==> config.mk <==
export PLATFORM = sky130hd
export DESIGN_NAME = alarm_module
export DESIGN_NICKNAME = d
export VERILOG_FILES = /design/src/rtl/clock_pkg.sv /design/src/rtl/alarm_tone_gen.sv /design/src/rtl/alarm_module.sv
export SDC_FILE = /design/constraint.sdc
export NUM_CORES = 1
export LEC_CHECK = 0
export CORE_MARGIN = 3
export CORE_UTILIZATION = 51
export DETAILED_ROUTE_END_ITERATION = 8
export PLACE_DENSITY_LB_ADDON = 0.05
export SYNTH_ARGS = -nofsm -noshare
export SYNTH_HDL_FRONTEND = slang
export SYNTH_SLANG_ARGS = --single-unit
==> constraint.sdc <==
create_clock -name CLK_50M -period 2.1 [get_ports CLK_50M]
set_input_delay 0.63 -clock CLK_50M [delete_from_list [all_inputs] [get_ports CLK_50M]]
set_output_delay 0.63 -clock CLK_50M [all_outputs]
set_load 0.05 [all_outputs]
==> src/rtl/clock_pkg.sv <==
// Shared definitions for the alarm block: FSM encoding, key bit map, set_mode codes, BCD helpers.
// Latency: n/a (types, constants and pure functions only).
// Backpressure: n/a.
package clock_pkg;

  // Alarm controller states
  typedef enum logic [1:0] {
    ST_RUN     = 2'd0,
    ST_SET_HR  = 2'd1,
    ST_SET_MIN = 2'd2,
    ST_RING    = 2'd3
  } alarm_state_t;

  // Bit positions inside key_out (active-low, debounced upstream)
  localparam int KEY_MODE = 0;
  localparam int KEY_INC  = 1;
  localparam int KEY_EN   = 2;
  localparam int KEY_STOP = 3;

  // set_mode output codes
  localparam logic [1:0] MODE_RUN     = 2'b00;
  localparam logic [1:0] MODE_SET_HR  = 2'b01;
  localparam logic [1:0] MODE_SET_MIN = 2'b10;

  // Upper limits of the two-digit BCD alarm fields
  localparam logic [7:0] BCD_HR_MAX  = 8'h23;
  localparam logic [7:0] BCD_MIN_MAX = 8'h59;

  // One-hot-after-priority key events for a single cycle
  typedef struct packed {
    logic mode;
    logic stop;
    logic inc;
    logic en;
  } key_evt_t;

  function automatic logic is_bcd(input logic [3:0] digit);
    return (digit <= 4'd9);
  endfunction

  // Two-digit BCD increment with wrap to 00 once 'max' is reached
  function automatic logic [7:0] bcd_inc(input logic [7:0] val, input logic [7:0] max);
    logic [7:0] res;
    if (val == max) begin
      res = 8'h00;
    end else if (val[3:0] == 4'd9) begin
      res = {val[7:4] + 4'd1, 4'd0};
    end else begin
      res = {val[7:4], val[3:0] + 4'd1};
    end
    return res;
  endfunction

endpackage

==> src/rtl/alarm_tone_gen.sv <==
// Buzzer driver: TONE_HZ square wave gated 0.5 s on / 0.5 s off, on phase first, while en is high.
// Latency: beep follows en combinationally; first on-phase cycle is the first cycle en is high.
// Backpressure: none; free-running counters held cleared while en is low.
//
// Ports:
//   clk, rst_n : clock, async active-low reset
//   en         : ring enable (counters restart every time en rises)
//   beep       : gated square-wave output, forced low when en or rst_n is low
module alarm_tone_gen
  import clock_pkg::*;
#(
  parameter int CLK_FREQ = 50_000_000,
  parameter int TONE_HZ  = 2000
) (
  input  logic clk,
  input  logic rst_n,
  input  logic en,
  output logic beep
);

  localparam int HALF_TONE = CLK_FREQ / (2 * TONE_HZ);
  localparam int HALF_SEC  = CLK_FREQ / 2;
  localparam int TW        = $clog2(HALF_TONE + 1);
  localparam int GW        = $clog2(HALF_SEC + 1);

  logic [TW-1:0] tone_cnt;
  logic [GW-1:0] gate_cnt;
  logic          tone_q;
  logic          gate_on;

  always_ff @(posedge clk or negedge rst_n) begin
    if (!rst_n) begin
      tone_cnt <= '0;
      gate_cnt <= '0;
      tone_q   <= 1'b1;
      gate_on  <= 1'b1;
    end else if (!en) begin
      // Park in the "tone high, gate on" phase so a new ring starts audibly
      tone_cnt <= '0;
      gate_cnt <= '0;
      tone_q   <= 1'b1;
      gate_on  <= 1'b1;
    end else begin
      if (tone_cnt == TW'(HALF_TONE - 1)) begin
        tone_cnt <= '0;
        tone_q   <= ~tone_q;
      end else begin
        tone_cnt <= tone_cnt + 1'b1;
      end

      if (gate_cnt == GW'(HALF_SEC - 1)) begin
        gate_cnt <= '0;
        gate_on  <= ~gate_on;
      end else begin
        gate_cnt <= gate_cnt + 1'b1;
      end
    end
  end

  // en is decoded straight from the controller state, so an async reset
  // silences the buzzer without waiting for a clock edge.
  assign beep = en & gate_on & tone_q;

endmodule

==> src/rtl/alarm_module.sv <==
// Alarm controller: key-driven BCD alarm setting, arm toggle, time-match trigger, timed ring, buzzer drive.
// Latency: key press acts on the next clock edge; ringing rises one cycle after the match edge is sampled.
// Backpressure: none; key events are single-cycle pulses, simultaneous presses resolved by fixed priority.
//
// Ports:
//   CLK_50M, RST_N     : system clock, async active-low reset
//   key_out[7:0]       : debounced keys, active-low (0 MODE, 1 INC, 2 EN, 3 STOP; 7:4 unused)
//   hours2..seconds1   : current time, BCD digits
//   alarm_h2..alarm_m1 : stored alarm time, BCD digits
//   alarm_en           : alarm armed
//   set_mode           : 00 run, 01 setting hours, 10 setting minutes
//   ringing            : alarm sounding
//   alarm_beep         : buzzer drive, active-high
module alarm_module
  import clock_pkg::*;
#(
  parameter int CLK_FREQ = 50_000_000,
  parameter int TONE_HZ  = 2000,
  parameter int RING_SEC = 60
) (
  input  logic       CLK_50M,
  input  logic       RST_N,
  input  logic [7:0] key_out,
  input  logic [3:0] hours2_data,
  input  logic [3:0] hours1_data,
  input  logic [3:0] minutes2_data,
  input  logic [3:0] minutes1_data,
  input  logic [3:0] seconds2_data,
  input  logic [3:0] seconds1_data,
  output logic [3:0] alarm_h2,
  output logic [3:0] alarm_h1,
  output logic [3:0] alarm_m2,
  output logic [3:0] alarm_m1,
  output logic       alarm_en,
  output logic [1:0] set_mode,
  output logic       ringing,
  output logic       alarm_beep
);

  localparam int PW = $clog2(CLK_FREQ + 1);
  localparam int SW = $clog2(RING_SEC + 1);

  alarm_state_t state, state_nxt;

  logic [7:0]    alarm_hr, alarm_hr_nxt;
  logic [7:0]    alarm_min, alarm_min_nxt;
  logic          armed_q, armed_nxt;

  logic [3:0]    key_q;
  logic          key_live;
  logic [3:0]    press;
  key_evt_t      evt;

  logic          time_bcd;
  logic          match, match_q;
  logic          trigger;

  logic [PW-1:0] presc_cnt;
  logic [SW-1:0] sec_cnt;
  logic          ring_done;

  logic          unused_key_bits;
  assign unused_key_bits = ^key_out[7:4];

  // ---------------------------------------------------------------------------
  // Key edge detect. key_q holds last cycle's level (reset = released). key_live
  // stays low for the first clock after reset so a key held through reset
  // release is captured as the old level rather than reported as a press.
  // ---------------------------------------------------------------------------
  always_ff @(posedge CLK_50M or negedge RST_N) begin
    if (!RST_N) begin
      key_q    <= 4'hF;
      key_live <= 1'b0;
    end else begin
      key_q    <= key_out[3:0];
      key_live <= 1'b1;
    end
  end

  assign press = key_live ? (key_q & ~key_out[3:0]) : 4'h0;

  // Only the highest-priority press of a cycle survives: MODE > STOP > INC > EN
  always_comb begin
    evt      = '0;
    evt.mode = press[KEY_MODE];
    evt.stop = press[KEY_STOP] & ~press[KEY_MODE];
    evt.inc  = press[KEY_INC]  & ~press[KEY_MODE] & ~press[KEY_STOP];
    evt.en   = press[KEY_EN]   & ~press[KEY_MODE] & ~press[KEY_STOP] & ~press[KEY_INC];
  end

  // ---------------------------------------------------------------------------
  // Time match. Non-BCD digits never match. The match level is tracked in every
  // state, so a match that started while setting is not seen as a fresh edge
  // on return to RUN, and a held match cannot re-trigger after a ring ends.
  // ---------------------------------------------------------------------------
  assign time_bcd = is_bcd(hours2_data)   & is_bcd(hours1_data)   &
                    is_bcd(minutes2_data) & is_bcd(minutes1_data) &
                    is_bcd(seconds2_data) & is_bcd(seconds1_data);

  assign match = time_bcd &&
                 ({hours2_data, hours1_data}     == alarm_hr)  &&
                 ({minutes2_data, minutes1_data} == alarm_min) &&
                 ({seconds2_data, seconds1_data} == 8'h00);

  assign trigger = armed_q && (state == ST_RUN) && match && !match_q;

  always_ff @(posedge CLK_50M or negedge RST_N) begin
    if (!RST_N) begin
      match_q <= 1'b0;
    end else begin
      match_q <= match;
    end
  end

  // ---------------------------------------------------------------------------
  // Ring timer: 1 s prescaler plus seconds count, both held at zero outside
  // RING so they start fresh on every entry.
  // ---------------------------------------------------------------------------
  always_ff @(posedge CLK_50M or negedge RST_N) begin
    if (!RST_N) begin
      presc_cnt <= '0;
      sec_cnt   <= '0;
    end else if (state != ST_RING) begin
      presc_cnt <= '0;
      sec_cnt   <= '0;
    end else if (presc_cnt == PW'(CLK_FREQ - 1)) begin
      presc_cnt <= '0;
      sec_cnt   <= sec_cnt + 1'b1;
    end else begin
      presc_cnt <= presc_cnt + 1'b1;
    end
  end

  assign ring_done = (state == ST_RING) &&
                     (presc_cnt == PW'(CLK_FREQ - 1)) &&
                     (sec_cnt == SW'(RING_SEC - 1));

  // ---------------------------------------------------------------------------
  // Controller FSM
  // ---------------------------------------------------------------------------
  always_ff @(posedge CLK_50M or negedge RST_N) begin
    if (!RST_N) begin
      state     <= ST_RUN;
      alarm_hr  <= 8'h00;
      alarm_min <= 8'h00;
      armed_q   <= 1'b0;
    end else begin
      state     <= state_nxt;
      alarm_hr  <= alarm_hr_nxt;
      alarm_min <= alarm_min_nxt;
      armed_q   <= armed_nxt;
    end
  end

  always_comb begin
    state_nxt     = state;
    alarm_hr_nxt  = alarm_hr;
    alarm_min_nxt = alarm_min;
    armed_nxt     = armed_q;
    set_mode      = MODE_RUN;

    case (state)
      ST_RUN: begin
        // A MODE press beats a coincident trigger; an EN press in the
        // trigger cycle is dropped so arming cannot change as the ring starts.
        if (evt.mode) begin
          state_nxt = ST_SET_HR;
        end else if (trigger) begin
          state_nxt = ST_RING;
        end else if (evt.en) begin
          armed_nxt = ~armed_q;
        end
      end

      ST_SET_HR: begin
        set_mode = MODE_SET_HR;
        if (evt.mode) begin
          state_nxt = ST_SET_MIN;
        end else if (evt.inc) begin
          alarm_hr_nxt = bcd_inc(alarm_hr, BCD_HR_MAX);
        end
      end

      ST_SET_MIN: begin
        set_mode = MODE_SET_MIN;
        if (evt.mode) begin
          state_nxt = ST_RUN;
        end else if (evt.inc) begin
          // Minute wrap does not carry into hours
          alarm_min_nxt = bcd_inc(alarm_min, BCD_MIN_MAX);
        end
      end

      ST_RING: begin
        if (evt.mode || evt.stop || ring_done) begin
          state_nxt = ST_RUN;
        end
      end

      default: begin
        state_nxt = ST_RUN;
      end
    endcase
  end

  assign ringing  = (state == ST_RING);
  assign alarm_en = armed_q;
  assign alarm_h2 = alarm_hr[7:4];
  assign alarm_h1 = alarm_hr[3:0];
  assign alarm_m2 = alarm_min[7:4];
  assign alarm_m1 = alarm_min[3:0];

  alarm_tone_gen #(
    .CLK_FREQ (CLK_FREQ),
    .TONE_HZ  (TONE_HZ)
  ) u_tone (
    .clk   (CLK_50M),
    .rst_n (RST_N),
    .en    (ringing),
    .beep  (alarm_beep)
  );

endmodule
==> impl_results.md, run 1 <==
- Post-synth EDFFs: 0
- Area grow syn2layout: 22.8%
- Area taken by flip-flops and latches: between 2000 and 2500 um^2
- Global Route Usage Sum: 0.197
- Yosys warning count: 0
- RePlAce Congestion: 0.848
- Antenna-violating nets left: 0
- Status: finished, final reports clean
- DRT iter0 DRCs: around 110
- TritonCTS Buffers: 9
- Pins Over Slew Limit: 0
- Starting Density: 0.537
- Clk_lat worst skew: between 0.3 and 0.4 ns
- Wl on met1: ~4800 um
- DR pass1 iterations: 5
- Final hold viol count: 0
- Worst Skew: 0.00865 ns
- Rows: 35
- Dominant synthesized flop cell: dfrtp_1
- Max cap viols: 0
- Initial antenna violation count: 0
- Fin Setup TNS: 0 ns
- Via Count: between 3000 and 4000
- H-tree levels: 3
- Fin crit period: between 2 and 2.5 ns
- Multi-input gate area: roughly 2600 um^2
- Max layer used: met4
- Core ar.: roughly 9500 um^2
- Register area share after synthesis: 0.484
- Crit Path Max Fanout: 3
- Setup crit start kind: register
- Vias per cell: 5.33
- Static leakage: ~2.5 nW
- Die X: 106 um
- Final worst slack: between 0.05 and 0.06 ns
- Kind of critical path: register to register
- Largest net degree at the start of global routing: ~40
- Met3 WL: between 200 and 300 um
- Post-synth design cell area: 5080 um^2
- Final Power: roughly 4.5 mW
- Met2 routed WL: 5240 um
- Tcrit/Tclk final: 0.975
- Final core occ: 0.660
- Bufs on Longest Clock Path: 2
- Register-to-Register Path Depth: 5
- Die height: between 100 and 150 um
- Post-DP HPWL: about 7500 um
- Routed WL: 10500 um
- Clk sinks: 98
- Post-place setup slack: -0.322 ns
- Number of global-route vias before repair: ~4000
- Die Area: between 10000 and 15000 um^2
- Syn_area_per_cell: around 9.5 um^2
- Peak supply drop: 0.533 mV
- Worst hold slack: around 0.18 ns
- Ys async rst share: 1.00
- Distinct cells, synth: between 50 and 60
- Fillcell total: around 800
- Final setup fails: 0
- WP data required: approximately 2.4 ns
- Worst-Margin Slew: about 0.67 ns
- Fraction of layout cells with a size suffix above 1: 0.172
- Post-DR wirelength/cell: 14.0 um
- Post-CTS Hold Buffers: 0
- Slew HR: 0.550
- Synth Instances: 535
- Nets: between 600 and 700
- Setup crit end kind: register
- CTS tree: done
- Grt ovf: 0
- Clock-pin slew on the worst setup and hold paths: 0.09 ns
- Global-route wire length before repair: ~18000 um
- Class of the worst hold path: primary input to asynchronous set/reset pin
- # DRC: 0
- Net Count, Synth: 581
- FMAX: 0.488 GHz
- CP arrival: between 2 and 2.5 ns
- Clock root cell: clkbuf_8
- Port-buffer cells: 50
- ANT cells: 0
- Top Ports: 55
- Pwr dens: about 720 nW/um^2
- Synthesized flop and latch total: just under 100
-- through the flow --
step | std cells | instance area (um^2)
4_1_cts | 742 | 6120
3_3_place_gp | 726 | 5900
2_1_floorplan | 535 | 5080
5_1_grt | 746 | 6240
6_report | 746 | 6240
3_5_place_dp | 726 | 5900
-- registers in the layout (all words and copies together), names as in the netlist, 2 cells and up --
signal / cells
presc_cnt: 26
u_tone.gate_cnt: 25
u_tone.tone_cnt: 14
alarm_hr: 8
alarm_min: 8
sec_cnt: 6
key_q: 4
state: 2
-- power breakdown --
part / internal, mW / switching [mW] / leakage, nW
clock network: 0.705 / 0.659 / 0.109
registers: 1.97 / 0.117 / 1.33
logic: 0.422 / 0.616 / 1.11
total: 3.10 / 1.39 / 2.55
-- worst max-delay path, stage by stage (launching register included) --
cell and delay [ns]:
dfrtp_1 0.41, nor4_1 0.26, nand4_1 0.22, or3_4 0.38
or4_1 0.53, a21oi_2 0.17
-- worst paths after layout --
| path | slack, ns | to | startpoint |
|---|---|---|---|
| setup / recovery | 0.05 | sec_cnt[5] | presc_cnt[11] |
| hold / removal | 0.18 | alarm_hr[3] | RST_N |
| setup reg to reg | 0.05 | sec_cnt[5] | presc_cnt[11] |
| hold reg to reg | 0.47 | u_tone.tone_cnt[0] | u_tone.tone_cnt[0] |
| max in group asynchronous | 1.31 | u_tone.tone_q | RST_N |
| min in group CLK_50M | 0.47 | u_tone.tone_cnt[0] | u_tone.tone_cnt[0] |
-- layout by cell type, fill, tap and decap left out, types with 9 or more instances in the layout --
cell,n
xnor2_1,49
nor3_1,14
o21ai_0,16
ha_1,11
clkdlybuf4s50_1,28
nand3_1,27
dfrtp_1,89
nand4_1,17
a21oi_1,10
buf_4,46
and3_1,9
inv_1,18
nor2_1,88
clkbuf_8,10
xor2_1,27
nor4_1,12
nand2_1,43
-- cells in the mapped netlist (5+ instances only) --
cell	instances	area share
a21oi_1	11	0.011
o31ai_1	7	0.010
dfrtp_1	92	0.45
o21ai_0	16	0.016
nand3_1	27	0.027
and2_1	5	0.0062
clkbuf_1	10	0.0074
or4_1	6	0.0089
dfstp_2	6	0.031
nand2_1	43	0.032
or3_1	6	0.0074
xnor2_1	49	0.084
nor2_1	88	0.065
nor3_1	16	0.016
and3_1	10	0.012
nand4_1	17	0.021
nand2b_1	6	0.0074
inv_1	18	0.013
nor4_1	14	0.017
nor3b_1	5	0.0074
xor2_1	27	0.047
ha_1	12	0.030
-- routing by layer --
metal / track usage / vias up
li1: - / 1986
met1: 0.250 / 1928
met2: 0.343 / 53
met3: 0.0429 / 12
met4: 0.0518 / 0
met5: 0 / -
-- cell type report --
type | instances | area share
Timing Repair Buffer | 80 | 0.119
Clock buffer | 10 | 0.0221
Tap cell | 129 | 0.0259
Multi-Input combinational cell | 404 | 0.412
Inverter | 19 | 0.0116
Clock inverter | 6 | 0.0142
Sequential cell | 98 | 0.395
-- logic make-up after synthesis --
group / synth area share
compound gates: 0.0554
xor+xnor: 0.131
fa+ha+maj: 0.0295
buf+inv: 0.0266
flops: 0.484
mux: 0.00640
other cells: 0.000738
simple gates: 0.266
-- repair_timing --
item | 4_1_cts | 5_1_grt
buffers inserted | 0 | 4
endpoints found under the hold margin | 0 | 0
gates cloned | 0 | 0
resized for setup | 1 | 17
endpoints found under the setup margin | 1 | 34
pin swaps | 0 | 4
Note: power is estimated with default switching activity, not from simulation.
==> run 2, diff against run 1 <==
- TNS_END_PERCENT: unset -> 10
==> run 2 against run 1 <==
Net effect: hold slack better by 0.0024 ns; clock-buffer cell count unchanged; wire length down 0.33%; cell area down 0.42%; critical path depth unchanged; setup slack worse by 0.030 ns; via count down 0.58%; core utilization down 0.28 points; largest power group unchanged; non-clock buffer count down 3; die area unchanged.
==> impl_results.md, run 2 (same netlist as run 1, synthesis figures left out) <==
- Status: finished, final reports clean (unchanged)
- Global-route wire length before repair: 18200 um (unchanged)
- Max reg flops: 26 (unchanged)
- Clk_lat worst skew: 0.36 ns (was 0.37 ns)
- Most frequent cells in the layout: dfrtp_1 (90), nor2_1 (88), xnor2_1 (49) (was dfrtp_1 (89), nor2_1 (88), xnor2_1 (49))
- Static leakage: 2.53 nW (was 2.55 nW)
- RePlAce Congestion: 0.848 (unchanged)
- Peak supply drop: 0.533 mV (about the same)
- Setup crit end kind: register (unchanged)
- Via Count: 3956 (was 3979)
- Grt ovf: 0 (unchanged)
- R2R Path Start: presc_cnt[8] (was presc_cnt[11])
- Vias per cell: 5.32 (was 5.33)
- Slew HR: 0.550 (about the same)
- Most common cell after layout, fill and taps aside: dfrtp_1 (unchanged)
- Routed WL: 10400 um (was 10500 um)
- Worst-Margin Slew: 0.666 ns (about the same)
- Fraction of layout cells with a size suffix above 1: 0.164 (was 0.172)
- Post-CTS Hold Buffers: 0 (unchanged)
- Core ar.: 9460 um^2 (unchanged)
- Area grow syn2layout: 22.3% (was 22.8%)
- Worst-path cell chain: nor4_1, nand4_1, or3_1, or4_1, a21oi_1 (was nor4_1, nand4_1, or3_4, or4_1, a21oi_2)
- Port-buffer cells: 50 (unchanged)
- Final hold viol count: 0 (unchanged)
- ANT cells: 0 (unchanged)
- DR pass1 iterations: 4 (was 5)
- Clock root cell: clkbuf_8 (unchanged)
- Max stage delay cell, worst path: or4_1 (unchanged)
- Area taken by flip-flops and latches: 2460 um^2 (about the same)
- Top Ports: 55 (unchanged)
- Max cap viols: 0 (unchanged)
- Die Area: 11200 um^2 (unchanged)
- Kind of critical path: register to register (unchanged)
- Fillcell total: 813 (was 806)
- Largest net degree at the start of global routing: 41 (unchanged)
- Initial antenna violation count: 0 (unchanged)
- Final core occ: 0.657 (was 0.660)
- Pwr dens: 719 nW/um^2 (was 720 nW/um^2)
- Die X: 106 um (unchanged)
- Clk sinks: 98 (unchanged)
- H-tree levels: 3 (unchanged)
- Die height: 106 um (unchanged)
- Nets: 655 (was 658)
- Antenna-violating nets left: 0 (unchanged)
- Top flop regs: presc_cnt (26), u_tone.gate_cnt (25), u_tone.tone_cnt (14) (unchanged)
- Final setup fails: 0 (unchanged)
- Starting Density: 0.537 (unchanged)
- Fin crit period: 2.08 ns (was 2.05 ns)
- Post-layout instance area: 6210 um^2 (was 6240 um^2)
- Global Route Usage Sum: 0.197 (unchanged)
- DRT iter0 DRCs: 115 (was 113)
- Worst hold slack: 0.182 ns (was 0.179 ns)
- Post-DP HPWL: 7550 um (unchanged)
- Crit path buffers/inverters: 0 (unchanged)
- TritonCTS Buffers: 9 (unchanged)
- # DRC: 0 (unchanged)
- Crit Path Max Fanout: 4 (was 3)
- Worst Skew: 0.00866 ns (was 0.00865 ns)
- Bufs on Longest Clock Path: 2 (unchanged)
- Rows: 35 (unchanged)
- Final Power: 4.47 mW (was 4.49 mW)
- CTS tree: done (unchanged)
- WP data required: 2.38 ns (was 2.39 ns)
- Multi-input gate area: 2560 um^2 (was 2570 um^2)
- Area after DPL: 5900 um^2 (unchanged)
- FMAX: 0.481 GHz (was 0.488 GHz)
- Largest Register: presc_cnt (unchanged)
- RSZ-0062 raised after global routing: yes
- Clock-pin slew on the worst setup and hold paths: 0.09 ns (about the same)
- Class of the worst hold path: primary input to asynchronous set/reset pin (unchanged)
- Tcrit/Tclk final: 0.990 (was 0.975)
- Post-DR wirelength/cell: 14.0 um (about the same)
- CP arrival: 2.36 ns (was 2.34 ns)
- Number of global-route vias before repair: 3991 (unchanged)
- Worst Setup SP: presc_cnt[8] (was presc_cnt[11])
- Setup crit start kind: register (unchanged)
- Pins Over Slew Limit: 0 (unchanged)
- Top cell family by delay on the critical path: simple AND/OR/NAND/NOR gates (unchanged)
- Critical Path Max Stage Delay: 0.52 ns (was 0.53 ns)
-- run 2: layout make-up --
cell class	instances	share of cell area
Multi-Input combinational cell	404	0.413
Sequential cell	98	0.396
Timing Repair Buffer	77	0.117
Tap cell	129	0.0260
Clock buffer	10	0.0221
Clock inverter	6	0.0143
Inverter	19	0.0117
-- run 2: report_power, final --
group          switching (mW)  total (mW)  internal (mW)
sequential              0.140        2.11           1.97
combinational           0.590       0.997          0.407
clock                   0.657        1.36          0.705
total                    1.39        4.47           3.08
-- run 2: repair_timing --
| item | 4_1_cts | 5_1_grt |
|---|---|---|
| endpoints found under the setup margin | 1 | 34 |
| pin swaps | 0 | 5 |
| gates resized for setup | 1 | 16 |
| buffers inserted | 0 | 1 |
-- run 2: per-layer routing --
layer  track usage  up-vias  share of wire
li1              -     1981              -
met1         0.250     1916           0.46
met2         0.343       45           0.50
met3        0.0429       14          0.026
met4        0.0518        0          0.014
met5             0        -              0
-- run 2: per-stage QoR --
stage               cells  setup TNS (ns)  setup WS (ns)
global route          743         -0.0591        -0.0495
CTS                   742               0        0.00378
detailed placement    726           -4.13         -0.322
finish                743               0         0.0216
floorplan             535               0         0.0498
global placement      726           -3.44         -0.293
-- run 2: final timing paths --
path                       slack (ns)                  to  cells past startpoint
setup / recovery                 0.02          sec_cnt[5]                      5
hold / removal                   0.18         alarm_hr[3]                      1
setup reg to reg                 0.02          sec_cnt[5]                      5
hold reg to reg                  0.47  u_tone.tone_cnt[0]                      1
max in group asynchronous        1.31       u_tone.tone_q                      2
min in group CLK_50M             0.47  u_tone.tone_cnt[0]                      1
==> run 3, diff against run 2 <==
- CORE_ASPECT_RATIO: unset -> 1.5
- CORE_MARGIN: 3 -> unset
==> run 3 against run 2 <==
Net effect: first-iteration DRC count increased by 58%; register-to-register slack improved by 0.05 ns; fmax increased by 2.0%; clock power increased by 26%; core utilization decreased by 0.54 points; combinational power decreased by 0.4%; die area decreased by 7.3%; largest power group unchanged.
==> impl_results.md, run 3 (same netlist as run 1, synthesis figures left out) <==
- Antenna-violating nets left: 0 (unchanged)
- Bufs on Longest Clock Path: 2 (unchanged)
- Kind of critical path: register to primary output (was register to register)
- Number of global-route vias before repair: 4139 (was 3991)
- Max cap viols: 0 (unchanged)
- Status: finished, final reports clean (unchanged)
- Rows: 44 (was 35)
- Pwr dens: 765 nW/um^2 (was 719 nW/um^2)
- Core ar.: 9690 um^2 (was 9460 um^2)
- Pins Over Slew Limit: 0 (unchanged)
- Most frequent cells in the layout: dfrtp_1 (90), nor2_1 (88), xnor2_1 (49) (unchanged)
- # DRC: 0 (unchanged)
- Via Count: 4056 (was 3956)
- Post-DR wirelength/cell: 14.3 um (was 14.0 um)
- Post-DP HPWL: 7820 um (was 7550 um)
- Largest net degree at the start of global routing: 62 (was 41)
- DRT iter0 DRCs: 182 (was 115)
- Met3 GRT Util: 0.0479 (was 0.0429)
- Port-buffer cells: 50 (unchanged)
- Crit Path Max Fanout: 9 (was 4)
- Register-to-Register Path Depth: 5 (unchanged)
- Clock root cell: clkbuf_16 (was clkbuf_8)
- WP data required: 1.47 ns (was 2.38 ns)
- Grt ovf: 0 (unchanged)
- Area grow syn2layout: 24.3% (was 22.3%)
- Final setup fails: 0 (unchanged)
- RSZ-0062 raised after global routing: yes (unchanged)
- Initial antenna violation count: 0 (unchanged)
- Global-route wire length before repair: 18200 um (about the same)
- Non-Filler Instances: 734 (was 743)
- Final hold viol count: 0 (unchanged)
- Fin crit period: 2.04 ns (was 2.08 ns)
- RePlAce Congestion: 0.809 (was 0.848)
- Placed cells: 718 (was 726)
- Peak supply drop: 0.584 mV (was 0.533 mV)
- H-tree levels: 3 (unchanged)
- Clk sinks: 98 (unchanged)
- Clk_lat worst skew: 0.34 ns (was 0.36 ns)
- Tcrit/Tclk final: 0.970 (was 0.990)
- Die height: 124 um (was 106 um)
- Vias per cell: 5.53 (was 5.32)
- Fraction of layout cells with a size suffix above 1: 0.171 (was 0.164)
- Top Ports: 55 (unchanged)
- Static leakage: 2.59 nW (was 2.53 nW)
- Die X: 83.5 um (was 106 um)
- Max reg flops: 26 (unchanged)
- TritonCTS Buffers: 9 (unchanged)
- Fin Setup TNS: 0 ns (unchanged)
- Top flop regs: presc_cnt (26), u_tone.gate_cnt (25), u_tone.tone_cnt (14) (unchanged)
- ANT cells: 0 (unchanged)
- CP arrival: 1.41 ns (was 2.36 ns)
- Routed WL: 10500 um (was 10400 um)
- CTS tree: done (unchanged)
- Global Route Usage Sum: 0.218 (was 0.197)
- FMAX: 0.491 GHz (was 0.481 GHz)
- DR pass1 iterations: 4 (unchanged)
- Starting Density: 0.524 (was 0.537)
- Largest Register: presc_cnt (unchanged)
- Nets: 660 (was 655)
- Die Area: 10400 um^2 (was 11200 um^2)
- Most common cell after layout, fill and taps aside: dfrtp_1 (unchanged)
- Gr busiest metal: met2 (unchanged)
- Setup crit end kind: primary output (was register)
- M1 GR Usage: 0.242 (was 0.250)
- Final Power: 4.83 mW (was 4.47 mW)
- Setup crit start kind: register (unchanged)
- Met2 usage: 0.408 (was 0.343)
- Clock-pin slew on the worst setup and hold paths: 0.06 ns (was 0.09 ns)
- Worst Skew: 0.00732 ns (was 0.00866 ns)
- Class of the worst hold path: primary input to asynchronous set/reset pin (unchanged)
[run 3: report_power, final]
group	internal [mW]	switching, mW	total, mW
Sequential	1.97	0.154	2.13
Combinational	0.406	0.587	0.993
Clock	1.02	0.687	1.71
Total	3.40	1.43	4.83
[run 3: layout make-up]
cell class,instances,area (um^2)
inverters,19,72.6
flip-flops and latches,98,2460
fillers,784,3380
clock inverters,3,46.3
well taps,115,144
clock buffers,13,270
repair buffers,82,761
multi-input cells,404,2560
[run 3: repair_timing]
| item | 4_1_cts | 5_1_grt |
|---|---|---|
| hold buffers | 0 | 0 |
| pin swaps | 0 | 3 |
| resized for setup | 1 | 14 |
| setup buffers | 0 | 0 |
| endpoints found under the setup margin | 2 | 57 |
[run 3: stage by stage]
step	instance area (um^2)	hold slack, ns	setup WS [ns]	util
4_1_cts	6240	0.131	-0.0189	0.644
3_5_place_dp	5920	0.444	-0.330	0.611
3_3_place_gp	5920	0.437	-0.277	0.611
2_1_floorplan	5080	0.334	0.0498	-
5_1_grt	6310	0.133	-0.0443	0.652
6_report	6310	0.135	0.0622	0.652
[run 3: routing by layer]
layer | share of wire | vias to the layer above
li1 | - | 2003
met1 | 0.41 | 1984
met2 | 0.55 | 57
met3 | 0.030 | 12
met4 | 0.013 | 0
met5 | 0 | -
[run 3: path summary, 6_finish.rpt]
path	startpoint	end	slack, ns
max in group asynchronous	RST_N	u_tone.tone_q	1.35
min	RST_N	u_tone.gate_cnt[6]	0.14
min reg2reg	u_tone.tone_cnt[0]	u_tone.tone_cnt[0]	0.46
max reg2reg	presc_cnt[11]	sec_cnt[5]	0.07
min in group CLK_50M	u_tone.tone_cnt[0]	u_tone.tone_cnt[0]	0.46
max	state[0]	alarm_beep	0.06
[run 3: worst max-delay path: stages (launching register included)]
cell and delay, ns:
dfrtp_2 0.48, nand2_2 0.11, clkinv_2 0.06, and3_2 0.22, buf_4 0.19
